$ cat src/rtl/piso_shift_tx_pkg.sv
// Shared definitions for the PISO serial transmitter: state encodings and default word width.
// The default width is the same one the SIPO receiver uses.
package piso_shift_tx_pkg;

  localparam int unsigned DEFAULT_WIDTH = 8;

  typedef enum logic [1:0] {
    ST_IDLE   = 2'd0,
    ST_SHIFT  = 2'd1,
    ST_PARITY = 2'd2
  } state_t;

  // Bit-counter width for a given word width.
  function automatic int unsigned cnt_width(input int unsigned width);
    return $clog2(width + 1);
  endfunction

endpackage

$ cat src/rtl/piso_shift_tx_bit_counter.sv
// Bit-position counter for the PISO transmitter. It counts up from 0, stops at WIDTH-1 without
// wrapping, and raises term while the count sits at WIDTH-1.
module piso_shift_tx_bit_counter
  import piso_shift_tx_pkg::*;
#(
  parameter int unsigned WIDTH = DEFAULT_WIDTH
) (
  input  logic clk,
  input  logic rst,
  input  logic en,
  input  logic clr,
  output logic term
);

  localparam int unsigned CNT_W = cnt_width(WIDTH);
  localparam logic [CNT_W-1:0] LAST = CNT_W'(WIDTH - 1);

  logic [CNT_W-1:0] cnt;

  // Clear wins over enable; the count saturates at the last bit position.
  always_ff @(posedge clk or posedge rst) begin
    if (rst) begin
      cnt <= '0;
    end else if (clr) begin
      cnt <= '0;
    end else if (en && (cnt != LAST)) begin
      cnt <= cnt + CNT_W'(1);
    end
  end

  assign term = (cnt == LAST);

endmodule

$ cat src/rtl/piso_shift_tx.sv
// Parallel-in/serial-out transmitter: it accepts a word through valid/ready and sends one bit per
// enabled clock. Define PISO_TX_PARITY_EN to append an even-parity bit to every frame.
module piso_shift_tx
  import piso_shift_tx_pkg::*;
#(
  parameter int unsigned WIDTH     = DEFAULT_WIDTH,
  parameter bit          MSB_FIRST = 1'b1
) (
  input  logic             clk,
  input  logic             rst,
  input  logic             load_valid,
  input  logic [WIDTH-1:0] load_data,
  output logic             load_ready,
  input  logic             we,
  output logic             out,
  output logic             out_valid,
  output logic             busy,
  output logic             done
);

  state_t           state;
  logic [WIDTH-1:0] shreg;
  logic [WIDTH-1:0] shifted;
  logic             term;
  logic             accept;
  logic             last_bit;
  logic             cnt_en;
  logic             cnt_clr;
  logic             first_bit;
  logic             next_bit;

  // The bit that goes on the line is always taken from the leading end of shreg.
  assign first_bit = MSB_FIRST ? load_data[WIDTH-1] : load_data[0];
  assign next_bit  = MSB_FIRST ? shreg[WIDTH-2] : shreg[1];
  assign shifted   = MSB_FIRST ? {shreg[WIDTH-2:0], 1'b0} : {1'b0, shreg[WIDTH-1:1]};

`ifdef PISO_TX_PARITY_EN
  logic parity;
  assign last_bit = (state == ST_PARITY) && we;
`else
  assign last_bit = (state == ST_SHIFT) && term && we;
`endif

  // A new word may arrive in the same edge that consumes the final bit of the current frame.
  assign load_ready = (state == ST_IDLE) || last_bit;
  assign accept     = load_valid && load_ready;
  assign cnt_en     = (state == ST_SHIFT) && we;
  assign cnt_clr    = accept || last_bit;

  piso_shift_tx_bit_counter #(
    .WIDTH(WIDTH)
  ) u_bit_counter (
    .clk (clk),
    .rst (rst),
    .en  (cnt_en),
    .clr (cnt_clr),
    .term(term)
  );

  always_ff @(posedge clk or posedge rst) begin
    if (rst) begin
      state     <= ST_IDLE;
      shreg     <= '0;
      out       <= 1'b0;
      out_valid <= 1'b0;
      busy      <= 1'b0;
      done      <= 1'b0;
`ifdef PISO_TX_PARITY_EN
      parity    <= 1'b0;
`endif
    end else begin
      done <= last_bit;
      if (accept) begin
        state     <= ST_SHIFT;
        shreg     <= load_data;
        out       <= first_bit;
        out_valid <= 1'b1;
        busy      <= 1'b1;
`ifdef PISO_TX_PARITY_EN
        parity    <= ^load_data;
`endif
      end else begin
        case (state)
          ST_IDLE: begin
            out       <= 1'b0;
            out_valid <= 1'b0;
            busy      <= 1'b0;
          end
          ST_SHIFT: begin
            if (we) begin
              if (term) begin
`ifdef PISO_TX_PARITY_EN
                state <= ST_PARITY;
                out   <= parity;
`else
                state     <= ST_IDLE;
                out       <= 1'b0;
                out_valid <= 1'b0;
                busy      <= 1'b0;
`endif
              end else begin
                shreg <= shifted;
                out   <= next_bit;
              end
            end
          end
`ifdef PISO_TX_PARITY_EN
          ST_PARITY: begin
            if (we) begin
              state     <= ST_IDLE;
              out       <= 1'b0;
              out_valid <= 1'b0;
              busy      <= 1'b0;
            end
          end
`endif
          default: begin
            state     <= ST_IDLE;
            out       <= 1'b0;
            out_valid <= 1'b0;
            busy      <= 1'b0;
          end
        endcase
      end
    end
  end

endmodule

$ cat config.mk
export PLATFORM = sky130hd
export DESIGN_NAME = piso_shift_tx
export DESIGN_NICKNAME = d
export VERILOG_FILES = /design/src/rtl/piso_shift_tx_pkg.sv /design/src/rtl/piso_shift_tx_bit_counter.sv /design/src/rtl/piso_shift_tx.sv
export SDC_FILE = /design/constraint.sdc
export NUM_CORES = 1
export LEC_CHECK = 0
export CAP_MARGIN = 10
export CORE_MARGIN = 4
export CORE_UTILIZATION = 39
export DETAILED_ROUTE_END_ITERATION = 10
export PLACE_DENSITY = 0.75
export SETUP_SLACK_MARGIN = 0.4
export SLEW_MARGIN = 20
export SYNTH_ARGS = -nofsm -noshare
export SYNTH_HDL_FRONTEND = slang
export SYNTH_SLANG_ARGS = --single-unit
export TNS_END_PERCENT = 100
$ cat constraint.sdc
create_clock -name clk -period 3.8 [get_ports clk]
set_clock_uncertainty 0.05 [all_clocks]
set_input_delay 0.76 -clock clk [delete_from_list [all_inputs] [get_ports clk]]
set_output_delay 0.76 -clock clk [all_outputs]
set_load 0.1 [all_outputs]
==> impl_metrics.toml <==
[cells_and_area]
fillerInstances = 181
area_growth_syn_to_layout_pct = 23.1
antennaDiodeCount = 0
layout-drive-gt1-share = 0.0938
final_nets = 110

[synthesis]
synth_ff_type = "dfrtp_1"
async_flop_share = 1.00
synthTopCellsByArea = "dfrtp_1 (45%), o211ai_1 (11%), o21ai_0 (5.4%)"
ys_seq_area_frac = 0.446
synth_top_area_frac = 0.446
synth_warnings = 0
syn_inst = 82
synth.ff_latch_count = 15
yosys-top-cells-count = "dfrtp_1 (15), o211ai_1 (12), o21ai_0 (9)"
yosysUniqueCellTypes = 33
syn_area_per_cell_um2 = 10.3
synth_top_area_cell = "dfrtp_1"
syn-num-nets = 95
post-synth-top-count-cell = "dfrtp_1"
synth_area_um2 = 841
synth_edf_count = 0

[placed_design]
io_buffers = 16
place.gp.congestion = 0.820
hpwl_um = 1220

[critical_path]
slowest_delay_ns = 0.66
crit_type = "primary input to output pin"
cp_cell_sequence = "clkdlybuf4s50_1, and4b_1, nand2b_4, buf_12"
r2r-start = "u_bit_counter.cnt[0]$_DFFE_PP0P_"
cp_slowest_cell = "clkdlybuf4s50_1"
path_max_fanout = 12
cp-start-kind = "primary input"
arrival_ns = 2.30
reg2reg_to = "busy$_DFFE_PP0P_"
crit_end = "load_ready"
reg2reg_setup_slack_ns = 1.97
endpoint_kind = "output pin"
worstSetupStartpoint = "we"
reg2reg_depth = 4
worstPathRequired_ns = 2.99

[global_route]
met2_usage = 0.185
met3_usage = 0.0572
antenna_found_initial = 0
grt_max_degree = 16
grt_pass1_vias = 614
grt_pass1_wl_um = 2860
grt_util_met1 = 0.185
grt_overflow_total = 0
grtUsageTotal = 0.138
busiest_layer = "met1"

[timing]
tns_ns = 0
hold_viol = 0
tightest_slew_ns = 0.964
maxSlewHeadroom = 0.355
finalCriticalPeriod_ns = 3.11
drv_slew = 0
period_share = 0.820
rsz0062_at_grt = "no"
max_freq_ghz = 0.321
setup_viol = 0

[drt]
drtAntennaViolNets = 0
firstDrtPassIters = 4
wl_per_cell_um = 13.7
wl_um = 1690
drc = 0
drtIter0Drc = 15
vias = 714
routed_via_density = 5.80

[hold_path]
worst_hold_path_type = "flop to flop"

[clock_tree]
post-cts-setup-buffer-count = 0
cts_buffer_depth = 2
cts_tree = "yes"
postCtsResizedCells = 0
clk_latency_ns = 0.28
clkSlewWorstSetupHoldPaths_ns = 0.08
clock-sinks = 15
cts_buffers = 3
hold_buffers = 0
htreeDepth = 1
clock-root-buffer = "clkbuf_4"

[floorplan]
dieWidth_um = 54.4
core_um2 = 2000
die_area_um2 = 2960
start_util = 0.420
pin_count = 17
die_h_um = 54.4
rows = 16

[power_and_ir_drop]
total_power_uw = 673
irDropWorstVdd_uv = 550
pwr_density_cell_nw_per_um2 = 650
total_leakage_power_uw = 0.000421

[run]
drv_cap = 0

[outcome]
status = "finished clean"
==> cell type report <==
class / instances / area, um2 / area share
multi-input combinational: 59 / 422 / 0.407
sequential: 15 / 375 / 0.363
timing repair buffer: 16 / 170 / 0.164
tap: 27 / 33.8 / 0.0326
clock buffer: 4 / 26.3 / 0.0254
inverter: 2 / 7.51 / 0.00726
==> stage by stage <==
stage                     instance area, um2  utilization  hold slack [ns]  cells  worst slack [ns]
final                                   1030        0.517            0.462    123             0.685
after global routing                    1030        0.517            0.495    123             0.582
after CTS                               1030        0.517            0.464    123             0.690
after detailed placement                1010        0.504            0.437    119             0.686
after global placement                  1010        0.504            0.437    119             0.729
after floorplan                          841            -            0.415     82              1.60
==> worst min path at each step <==
stage	startpoint	slack, ns	depth (start not counted)	endpoint
6_report	shreg[0]$_DFFE_PP0P_	0.46	1	shreg[0]$_DFFE_PP0P_
5_1_grt	shreg[0]$_DFFE_PP0P_	0.49	1	shreg[0]$_DFFE_PP0P_
4_1_cts	shreg[0]$_DFFE_PP0P_	0.46	1	shreg[0]$_DFFE_PP0P_
3_3_place_gp	shreg[0]$_DFFE_PP0P_	0.44	1	shreg[0]$_DFFE_PP0P_
2_1_floorplan	u_bit_counter.cnt[1]$_DFFE_PP0P_	0.41	2	u_bit_counter.cnt[1]$_DFFE_PP0P_
3_5_place_dp	shreg[0]$_DFFE_PP0P_	0.44	1	shreg[0]$_DFFE_PP0P_
==> flip-flops by register name, summed over array words and instances, names as in the netlist <==
name,cells
shreg,7
state,1
done,1
u_bit_counter.cnt,4
busy,1
out,1
==> power breakdown <==
group,internal [uW],switching [uW],total (uW)
logic,113,205,318
registers,216,48.8,265
clock network,40.8,49.0,89.8
total,370,303,673
==> placed cells by master, fill, tap and decap left out, types with 2 or more instances in the layout <==
cell type / count
dfrtp_1: 15
o211ai_1: 12
clkbuf_4: 3
clkdlybuf4s50_1: 15
nand2b_1: 3
nor2_1: 2
nand2_1: 4
o21ai_0: 9
a22o_1: 2
nand4_1: 2
nand3_1: 7
==> worst max-delay path: cells and delay by family <==
kind,cells,cell delay [ns]
buffers and inverters,2,0.84
AND/OR/NAND/NOR,2,0.70
==> kinds of logic (layout without fill, tap and decap cells) <==
group	after synthesis	after routing	synth area share
mux	3	3	0.0431
fa+ha+maj	1	1	0.0149
buf+inv	8	22	0.0521
compound gates	28	28	0.238
simple gates	27	27	0.205
flops	15	15	0.446
==> metal layers <==
| metal | up-vias | wire length (um) |
|---|---|---|
| met5 | - | 0 |
| met4 | 0 | 27 |
| met3 | 5 | 163 |
| met2 | 34 | 749 |
| met1 | 332 | 750 |
| li1 | 343 | - |
Note: power is estimated with default switching activity, not from simulation.
